File: config.mk
export PLATFORM = sky130hd
export DESIGN_NAME = cpu_control_fsm
export DESIGN_NICKNAME = d
export VERILOG_FILES = /design/src/rtl/cpu_control_fsm.sv
export SDC_FILE = /design/constraint.sdc
export NUM_CORES = 1
export LEC_CHECK = 0
export ABC_AREA = 1
export ABC_CLOCK_PERIOD_IN_PS = 1700
export CAP_MARGIN = 10
export CORE_MARGIN = 3
export CORE_UTILIZATION = 37
export CTS_BUF_LIST = sky130_fd_sc_hd__clkbuf_4
export DETAILED_ROUTE_END_ITERATION = 7
export PLACE_DENSITY_LB_ADDON = 0.05
export REMOVE_ABC_BUFFERS = 1
export SYNTH_ARGS = -nofsm -noshare
export SYNTH_HDL_FRONTEND = slang
export SYNTH_SLANG_ARGS = --single-unit
File: constraint.sdc
create_clock -name clk -period 1.7 [get_ports clk]
set_input_delay 0.34 -clock clk [delete_from_list [all_inputs] [get_ports clk]]
set_output_delay 0.34 -clock clk [all_outputs]
set_load 0.005 [all_outputs]
File: src/rtl/cpu_control_fsm.sv
`default_nettype none
// ============================================================================
// Module   : cpu_control_fsm
// Brief    : FETCH/EXEC/WRITE sequencer and strobe decoder for the PIC10 core
// Revision : 1.0 - initial release
// ============================================================================
module cpu_control_fsm (
    input  logic        clk,
    input  logic        rst,
    input  logic [11:0] instruction_reg_out,
    input  logic [4:0]  reg_address,
    input  logic        zero_result,
    output logic        store_alu_w,
    output logic        alu_in_select,
    output logic        load_status_reg,
    output logic        skip_next_instruction,
    output logic        load_instruction_reg,
    output logic [1:0]  pc_mux_select,
    output logic        load_pc,
    output logic        inc_pc,
    output logic        inc_stack,
    output logic        dec_stack,
    output logic        load_stack,
    output logic        load_fsr,
    output logic        reg_address_mux_select,
    output logic        load_ram,
    output logic        load_tris0,
    output logic        load_tris1,
    output logic        load_tris2,
    output logic        load_gpio0,
    output logic        load_gpio1,
    output logic        load_gpio2,
    output logic        halted
);

    localparam logic [1:0] S_FETCH = 2'd0;
    localparam logic [1:0] S_EXEC  = 2'd1;
    localparam logic [1:0] S_WRITE = 2'd2;
    localparam logic [1:0] S_SLEEP = 2'd3;

    logic [1:0] r_state;
    logic [1:0] w_state_next;
    logic       r_skip_pending;

    logic [5:0] w_op6;
    logic       w_d;
    logic       w_movwf, w_clrw, w_clrf, w_byte_op, w_byte_status;
    logic       w_decfsz, w_incfsz, w_bit_op, w_bcf_bsf, w_btfsc, w_btfss;
    logic       w_retlw, w_call, w_goto, w_lit_alu, w_lit_logic;
    logic       w_sleep, w_tris, w_file_op, w_reg_dest, w_indf, w_skip_cond;

    assign w_op6         = instruction_reg_out[11:6];
    assign w_d           = instruction_reg_out[5];
    assign w_movwf       = (instruction_reg_out[11:5] == 7'b0000001);
    assign w_clrw        = (instruction_reg_out[11:5] == 7'b0000010);
    assign w_clrf        = (instruction_reg_out[11:5] == 7'b0000011);
    assign w_byte_op     = (instruction_reg_out[11:10] == 2'b00) && (instruction_reg_out[9:7] != 3'b000);
    assign w_decfsz      = (w_op6 == 6'b001011);
    assign w_incfsz      = (w_op6 == 6'b001111);
    // Byte ops that leave STATUS alone: DECFSZ, SWAPF, INCFSZ
    assign w_byte_status = w_byte_op && !w_decfsz && !w_incfsz && (w_op6 != 6'b001110);
    assign w_bit_op      = (instruction_reg_out[11:10] == 2'b01);
    assign w_bcf_bsf     = (instruction_reg_out[11:9] == 3'b010);
    assign w_btfsc       = (instruction_reg_out[11:8] == 4'b0110);
    assign w_btfss       = (instruction_reg_out[11:8] == 4'b0111);
    assign w_retlw       = (instruction_reg_out[11:8] == 4'b1000);
    assign w_call        = (instruction_reg_out[11:8] == 4'b1001);
    assign w_goto        = (instruction_reg_out[11:9] == 3'b101);
    assign w_lit_alu     = (instruction_reg_out[11:10] == 2'b11);
    assign w_lit_logic   = w_lit_alu && (instruction_reg_out[9:8] != 2'b00);
    assign w_sleep       = (instruction_reg_out == 12'h003);
    assign w_tris        = (instruction_reg_out[11:3] == 9'd0) && (instruction_reg_out[2:0] >= 3'd5);
    assign w_file_op     = w_movwf || w_clrf || w_byte_op || w_bit_op;
    assign w_reg_dest    = w_movwf || w_clrf || (w_byte_op && w_d) || w_bcf_bsf;
    assign w_indf        = w_file_op && (instruction_reg_out[4:0] == 5'd0);

    // A PCL destination redirects the next fetch, so it must not arm a skip
    assign w_skip_cond = ((w_decfsz || w_incfsz) && zero_result && !(w_d && reg_address == 5'd2))
                       || (w_btfsc && zero_result)
                       || (w_btfss && !zero_result);

    always_comb begin
        w_state_next = r_state;
        case (r_state)
            S_FETCH: w_state_next = S_EXEC;
            S_EXEC:  w_state_next = S_WRITE;
            S_WRITE: w_state_next = w_sleep ? S_SLEEP : S_FETCH;
            default: w_state_next = S_SLEEP;
        endcase
    end

    always_ff @(posedge clk or negedge rst) begin
        if (!rst) begin
            r_state        <= S_FETCH;
            r_skip_pending <= 1'b0;
        end else begin
            r_state <= w_state_next;
            if (r_state == S_FETCH)
                r_skip_pending <= 1'b0;
            else if (r_state == S_WRITE)
                r_skip_pending <= w_skip_cond;
        end
    end

    // Outputs are forced low while reset is held, independent of state
    always_comb begin
        store_alu_w            = 1'b0;
        alu_in_select          = 1'b0;
        load_status_reg        = 1'b0;
        skip_next_instruction  = 1'b0;
        load_instruction_reg   = 1'b0;
        pc_mux_select          = 2'b00;
        load_pc                = 1'b0;
        inc_pc                 = 1'b0;
        inc_stack              = 1'b0;
        dec_stack              = 1'b0;
        load_stack             = 1'b0;
        load_fsr               = 1'b0;
        reg_address_mux_select = 1'b0;
        load_ram               = 1'b0;
        load_tris0             = 1'b0;
        load_tris1             = 1'b0;
        load_tris2             = 1'b0;
        load_gpio0             = 1'b0;
        load_gpio1             = 1'b0;
        load_gpio2             = 1'b0;
        halted                 = 1'b0;
        if (rst) begin
            case (r_state)
                S_FETCH: begin
                    load_instruction_reg  = 1'b1;
                    inc_pc                = 1'b1;
                    skip_next_instruction = r_skip_pending;
                end
                S_EXEC: begin
                    reg_address_mux_select = w_indf;
                    alu_in_select          = w_lit_alu || w_retlw;
                    store_alu_w            = (w_byte_op && !w_d) || w_clrw || w_lit_alu || w_retlw;
                    load_status_reg        = w_byte_status || w_clrf || w_clrw || w_lit_logic;
                    inc_stack              = w_call;
                end
                S_WRITE: begin
                    reg_address_mux_select = w_indf;
                    if (w_reg_dest) begin
                        if (reg_address == 5'd2) begin
                            load_pc       = 1'b1;
                            pc_mux_select = 2'b01;
                        end
                        load_status_reg = (reg_address == 5'd3);
                        load_fsr        = (reg_address == 5'd4);
                        load_gpio0      = (reg_address == 5'd5);
                        load_gpio1      = (reg_address == 5'd6);
                        load_gpio2      = (reg_address == 5'd7);
                        load_ram        = (reg_address >= 5'd8);
                    end else if (w_goto) begin
                        load_pc = 1'b1;
                    end else if (w_call) begin
                        load_pc    = 1'b1;
                        load_stack = 1'b1;
                    end else if (w_retlw) begin
                        load_pc       = 1'b1;
                        pc_mux_select = 2'b10;
                        dec_stack     = 1'b1;
                    end else if (w_tris) begin
                        load_tris0 = (instruction_reg_out[2:0] == 3'd5);
                        load_tris1 = (instruction_reg_out[2:0] == 3'd6);
                        load_tris2 = (instruction_reg_out[2:0] == 3'd7);
                    end
                end
                default: halted = 1'b1;
            endcase
        end
    end

endmodule
`default_nettype wire

==> impl_metrics.toml, run 1 <==
[drt]
firstDrtPassIters = 7
num_vias = 1318
viasPerCell = 6.130
finalWirelength_mm = 4.602
drc = 1
wl_per_cell_microns = 21.40
antenna_left = 0
drt_iter0_drc = 99

[global_route]
grt.overflow.total = 0
track_usage_pct = 36.08
grt_pass1_wl_mm = 5.706
grt_max_degree = 6
grt_pass1_vias = 1240
antenna_found_initial = 0

[synthesis]
synthArstFlopShare_pct = 100.0
synth_compound_area_share_pct = 9.515
synth-simple-area-share_pct = 52.82
synthFlopType = "dfrtp_1"
synth_mux_area_share_pct = 0
synth_top_area_share_pct = 13.98
synth_edf_count = 0
synthCells = 118
synthAdderAreaFrac_pct = 9.709
synth_seq_cells = 3
seq_area_frac_synth_pct = 11.65
synth_area_leaders = "nand2_1 14%, inv_1 13%, nor2_1 12%"
synth_top_family_by_area = "simple AND/OR/NAND/NOR gates"
yosys_warnings = 0
yosysTopAreaCell = "nand2_1"
netlist_area_sq_um = 644.4
synth-xor-area-share_pct = 0
yosysMostFrequentCell = "nand2_1"
ys_types = 20
synth.cells.most_frequent = "24 x nand2_1, 22 x inv_1, 21 x nor2_1, 13 x nand3_1, 8 x nor3_1"
syn_avg_cell_area_sq_um = 5.461

[placed_design]
place_congestion = 0.8905
place_hpwl_mm = 1.941
dp_slack_ns = -0.7577
port_buffers = 41

[setup_path]
path_cells = "buf_2 > nor2_2 > buf_4 > nand2_1 > nor2_1 > nor2_1 > nand2_1 > nand2_1 > a21oi_2 > buf_2"
path_max_fanout = 5
path_common_cell = "nand2_1"
crit_buf_inv = 3
cp.required_ns = 1.36
cp_slowest_stage_delay_ns = 0.16
reg2reg_to = "r_state[0]$_DFF_PN0_"
critPathSlowestCell = "buf_4"
r2r_slack_ns = 0.22
r2r_start = "r_state[0]$_DFF_PN0_"
setup.worst_path.start_class = "input port"
crit_end = "load_status_reg"
worstPathArrival_ns = 1.56
end_kind = "output pin"
cp_top_family = "simple AND/OR/NAND/NOR gates"
reg2regPathDepth = 7
crit_cells = 10
worstSetupPathType = "in -> out"
critPathLaunch = "instruction_reg_out[10]"

[clocking]
cts_tree = "yes"
cts_sinks = 3
clock-root-buffer = "clkbuf_4"
clk_path_buf_depth = 2
cts_buffers = 3
cts_hold_buf = 0
worst_skew_pair.late_latency_ns = 0.24
cts.clk_slew.worst_paths_ns = 0.04
htree_levels = 1

[cells_and_area]
drive_above_1_share_pct = 60.30
fillers = 39
nets = 225
antenna-diode-count = 0
ff_latch_area_sq_um = 75.07
multi_input_area_sq_um = 666.9
area_growth_pct = 133.8

[floorplanning]
start_util_pct = 40.87
ios = 42
die_area_sq_mm = 0.002278
rows = 14
die_h_microns = 47.73
die_w_microns = 47.73
coreArea_sq_mm = 0.001577

[power]
max-vdd-ir-drop_uv = 235.6
power_density_mw_per_mm2 = 274.1
combPwrFrac_pct = 46.2
p_sw_w = 0.0001505
pwr-share-seq_pct = 17.4
power.clock.fraction_pct = 36.4
intPower_w = 0.0002624
leakage_nw = 0.7646
total_power_w = 0.0004129
swShare_pct = 36.45

[timing]
max_freq_ghz = 0.5259
final.period_utilization_pct = 111.9
finalSetupViolations = 22
rsz0062_at_grt = "true"
period_needed_ns = 1.902
setup_ws_ns = -0.2016
slew_violations = 0
worstMarginPinSlew_ns = 0.2885
final-hold-violation-count = 0
relSlewSlack_pct = 80.62
skew_ns = 0.003006

[status]
outcome = "finished, violations left"
violations = "DRC, setup timing"

[worst_hold_path]
hp-class = "in -> async"

[job]
maxCapViolCount = 0
==> how the worst min path moves through the flow <==
stage | startpoint | end | slack [ns]
finish | rst | r_state[0]$_DFF_PN0_ | 0.38
global route | rst | r_state[0]$_DFF_PN0_ | 0.37
CTS | rst | r_state[1]$_DFF_PN0_ | 0.34
detailed placement | r_skip_pending$_DFFE_PN0P_ | r_skip_pending$_DFFE_PN0P_ | 0.61
global placement | r_skip_pending$_DFFE_PN0P_ | r_skip_pending$_DFFE_PN0P_ | 0.59
floorplan | rst | r_skip_pending$_DFFE_PN0P_ | 0.04
==> cell families (layout without fill, tap and decap cells) <==
group           Yosys count  count (layout)
compound gates            9               9
simple gates             75              75
buf+inv                  26             107
flops                     3               3
fa+ha+maj                 5               5
==> registers in the layout, summed over array words and instances (netlist names) <==
| signal | flops |
|---|---|
| r_skip_pending | 1 |
| r_state | 2 |
==> power by group through the flow <==
stage	clock [W]	combinational [W]	sequential [W]
floorplan	0	0.0000379	0.0000727
CTS	0.000146	0.000161	0.0000718
detailed placement	0	0.000138	0.0000727
global route	0.000160	0.000199	0.0000716
global placement	0	0.000135	0.0000727
finish	0.000150	0.000191	0.0000717
==> cell usage in the layout (no fill, tap or decap), types with 3 or more instances in the layout <==
| cell | netlist | final |
|---|---|---|
| nand3_2 | 0 | 4 |
| clkdlybuf4s50_1 | 0 | 3 |
| nand3b_1 | 5 | 5 |
| nand2_2 | 1 | 7 |
| clkbuf_4 | 0 | 4 |
| nor3_2 | 1 | 5 |
| buf_2 | 0 | 18 |
| nor3_1 | 8 | 4 |
| dfrtp_1 | 3 | 3 |
| nor2_2 | 2 | 13 |
| inv_1 | 22 | 12 |
| dlygate4sd2_1 | 0 | 12 |
| ha_4 | 0 | 3 |
| buf_6 | 0 | 7 |
| nor2_1 | 21 | 7 |
| inv_2 | 2 | 10 |
| nand3_1 | 13 | 8 |
| buf_4 | 2 | 33 |
| nand2_1 | 24 | 14 |
| nand2_4 | 0 | 4 |
| clkdlybuf4s15_1 | 0 | 3 |
| nor2_4 | 0 | 3 |
==> per-stage QoR <==
stage	util (%)	hold WS [ns]	TNS, ns	area [sq um]	cells
6_report	95.56	0.3764	-1.966	1506	215
5_1_grt	95.56	0.3656	-3.938	1506	215
4_1_cts	91.51	0.3366	-0.3591	1443	214
3_5_place_dp	79.60	0.6069	-12.89	1255	199
3_3_place_gp	79.60	0.5901	-12.35	1255	199
2_1_floorplan	-	0.04441	0	629.4	116
==> routing by layer <==
layer	part of all wire, %	GRT usage [%]	vias up
met1	34	37.00	591
li1	-	-	535
met2	47	67.28	147
met4	7.1	18.28	0
met3	12	7.895	45
met5	0	0	-
==> worst reg2reg max path, delay by kind of cell (launching register included) <==
family                   cells  cell delay [ns]
AND/OR/NAND/NOR              3             0.49
adder cells (fa/ha/maj)      1             0.18
flip-flops                   1             0.40
buffers and inverters        3             0.33
==> repair_timing <==
action,4_1_cts,5_1_grt
endpoints found under the hold margin,0,0
setup endpoints to repair,22,22
buffers inserted,11,1
gates resized for setup,147,27
pin swaps,31,15
==> cell type report <==
cell class / instances / share of cell area (%)
flip-flops and latches: 3 / 4.983
clock buffers: 4 / 1.993
well taps: 16 / 1.329
inverters: 24 / 6.478
repair buffers: 79 / 40.95
multi-input cells: 89 / 44.27
Power figures use the tool's default switching activity.
==> run 2, diff against run 1 <==
==> constraint.sdc (replaced) <==
create_clock -name clk -period 1.7 [get_ports clk]
set_input_delay 0.255 -clock clk [delete_from_list [all_inputs] [get_ports clk]]
set_output_delay 0.255 -clock clk [all_outputs]
set_load 0.005 [all_outputs]
==> run 2 against run 1 <==
Effect of this change: the flow finishes with violations (setup timing); worst setup slack lost 0.080 ns; total power shrank 1.7%; critical path depth shrank 2; combinational power shrank 8%; largest power group unchanged.
==> impl_metrics.toml, run 2 (synthesis results as in run 1) <==
[setup_path]
cp.required_ns = 1.44
critPathSlowestCell = "dfrtp_2"
setup.worst_path.start_class = "register"
path_max_fanout = 3
cp_slowest_stage_delay_ns = 0.38
r2r_slack_ns = 0.20
crit_buf_inv = 4
worstSetupPathType = "reg -> out"
reg2regPathDepth = 8
r2r_start = "r_state[0]$_DFF_PN0_"
path_cells = "buf_4 > inv_4 > ha_1 > nand2_2 > nor3_2 > nand3_1 > inv_1 > clkdlybuf4s15_2"
cp_top_family = "buffers and inverters"
worstPathArrival_ns = 1.73
reg2reg_to = "r_state[1]$_DFF_PN0_"
end_kind = "output pin"

[drt]
viasPerCell = 5.922
firstDrtPassIters = 5
drc = 0
antenna_left = 0
wl_per_cell_microns = 19.68
num_vias = 1297
drt_iter0_drc = 80
finalWirelength_mm = 4.309

[placed_design]
place_hpwl_mm = 1.913
placed_cells = 198
place_congestion = 0.8738
port_buffers = 41
place_area_sq_mm = 0.001247

[clocking]
clk_path_buf_depth = 2
cts.clk_slew.worst_paths_ns = 0.05
clock-root-buffer = "clkbuf_4"
cts_buffers = 3
cts_tree = "yes"
worst_skew_pair.late_latency_ns = 0.25
htree_levels = 1
cts_hold_buf = 0
cts_sinks = 3

[floorplanning]
coreArea_sq_mm = 0.001577
ios = 42
die_h_microns = 47.73
rows = 14
die_w_microns = 47.73
start_util_pct = 40.87
die_area_sq_mm = 0.002278

[power]
combPwrFrac_pct = 43.4
pwr-share-seq_pct = 17.6
p_sw_w = 0.0001480
intPower_w = 0.0002579
leakage_nw = 0.8172
power.clock.fraction_pct = 39.0
power_density_mw_per_mm2 = 270.6
swShare_pct = 36.46
max-vdd-ir-drop_uv = 171.3

[timing]
period_needed_ns = 1.982
skew_ns = 0.005156
finalSetupViolations = 19
final-hold-violation-count = 0
max_freq_ghz = 0.5046
setup_ws_ns = -0.2818
relSlewSlack_pct = 82.79
worstMarginPinSlew_ns = 0.2570
holdWs_ns = 0.2942
finalSetupTns_ns = -1.751
slew_violations = 0
rsz0062_at_grt = "true"
final.period_utilization_pct = 116.6

[global_route]
antenna_found_initial = 0
grt_max_degree = 6
grt.overflow.total = 0
grt_pass1_vias = 1060
grt_pass1_wl_mm = 4.353
track_usage_pct = 26.70

[worst_hold_path]
hp-class = "in -> async"

[cells_and_area]
area_growth_pct = 132.8
postLayoutCellArea_sq_mm = 0.001500
antenna-diode-count = 0
top_register = "r_state"
largest_register_ffs = 2
final_common_cell = "buf_4"
nets = 229
drive_above_1_share_pct = 51.72
fin_cells = 219
largestRegisters = "r_state (2), r_skip_pending (1)"
final_cell_mix = "38 x buf_4, 18 x nand2_1, 15 x inv_1, 12 x nor2_1, 12 x dlygate4sd2_1"

[job]
maxCapViolCount = 0

[status]
violations = "setup timing"
outcome = "finished, violations left"
[run 2: area by class of cell]
| cell class | instances | area (sq um) |
|---|---|---|
| repair buffers | 83 | 665.6 |
| multi-input cells | 89 | 613.1 |
| inverters | 24 | 95.09 |
| flip-flops and latches | 3 | 76.32 |
| fillers | 48 | 76.32 |
| clock buffers | 4 | 30.03 |
| well taps | 16 | 20.02 |
[run 2: per-layer routing]
metal | up-vias | global-route usage (%) | part of all wire, %
li1 | 546 | - | -
met5 | - | 0 | 0
met3 | 34 | 4.135 | 10
met1 | 592 | 28.82 | 34
met4 | 0 | 8.602 | 5.5
met2 | 125 | 51.72 | 50
[run 2: worst max-delay path by stage]
| stage | cells after the start | startpoint | slack [ns] | to |
|---|---|---|---|---|
| 2_1_floorplan | 6 | r_state[0]$_DFF_PN0_ | 0.31 | load_gpio2 |
| 3_3_place_gp | 7 | instruction_reg_out[11] | -0.56 | store_alu_w |
| 3_5_place_dp | 7 | instruction_reg_out[10] | -0.59 | load_tris1 |
| 4_1_cts | 6 | r_state[0]$_DFF_PN0_ | -0.24 | alu_in_select |
| 5_1_grt | 8 | r_state[1]$_DFF_PN0_ | -0.27 | reg_address_mux_select |
| 6_report | 8 | r_state[1]$_DFF_PN0_ | -0.28 | reg_address_mux_select |
[run 2: power by group through the flow]
stage / Combinational [W] / Clock, W / Sequential (W)
after CTS: 0.000148 / 0.000149 / 0.0000718
final: 0.000176 / 0.000158 / 0.0000716
after floorplan: 0.0000379 / 0 / 0.0000727
after global routing: 0.000185 / 0.000161 / 0.0000716
after global placement: 0.000134 / 0 / 0.0000727
after detailed placement: 0.000138 / 0 / 0.0000727
[run 2: per-stage QoR]
stage               utilization [%]  total power (W)  worst slack (ns)
finish                        95.16        0.0004059           -0.2818
global route                  95.16        0.0004175           -0.2691
CTS                           87.62        0.0003688           -0.2435
detailed placement            79.13        0.0002105           -0.5938
global placement              79.13        0.0002072           -0.5623
floorplan                         -        0.0001106            0.3070
[run 2: timing repair]
action / CTS / global route
setup buffers: 7 / 10
setup endpoints to repair: 22 / 18
pin swaps: 9 / 11
resized for setup: 83 / 44
hold endpoints to repair: 0 / 0
[run 2: tightest hold or removal path, delay by kind of cell]
kind	cells	cell delay, ns
buf+inv	3	0.61
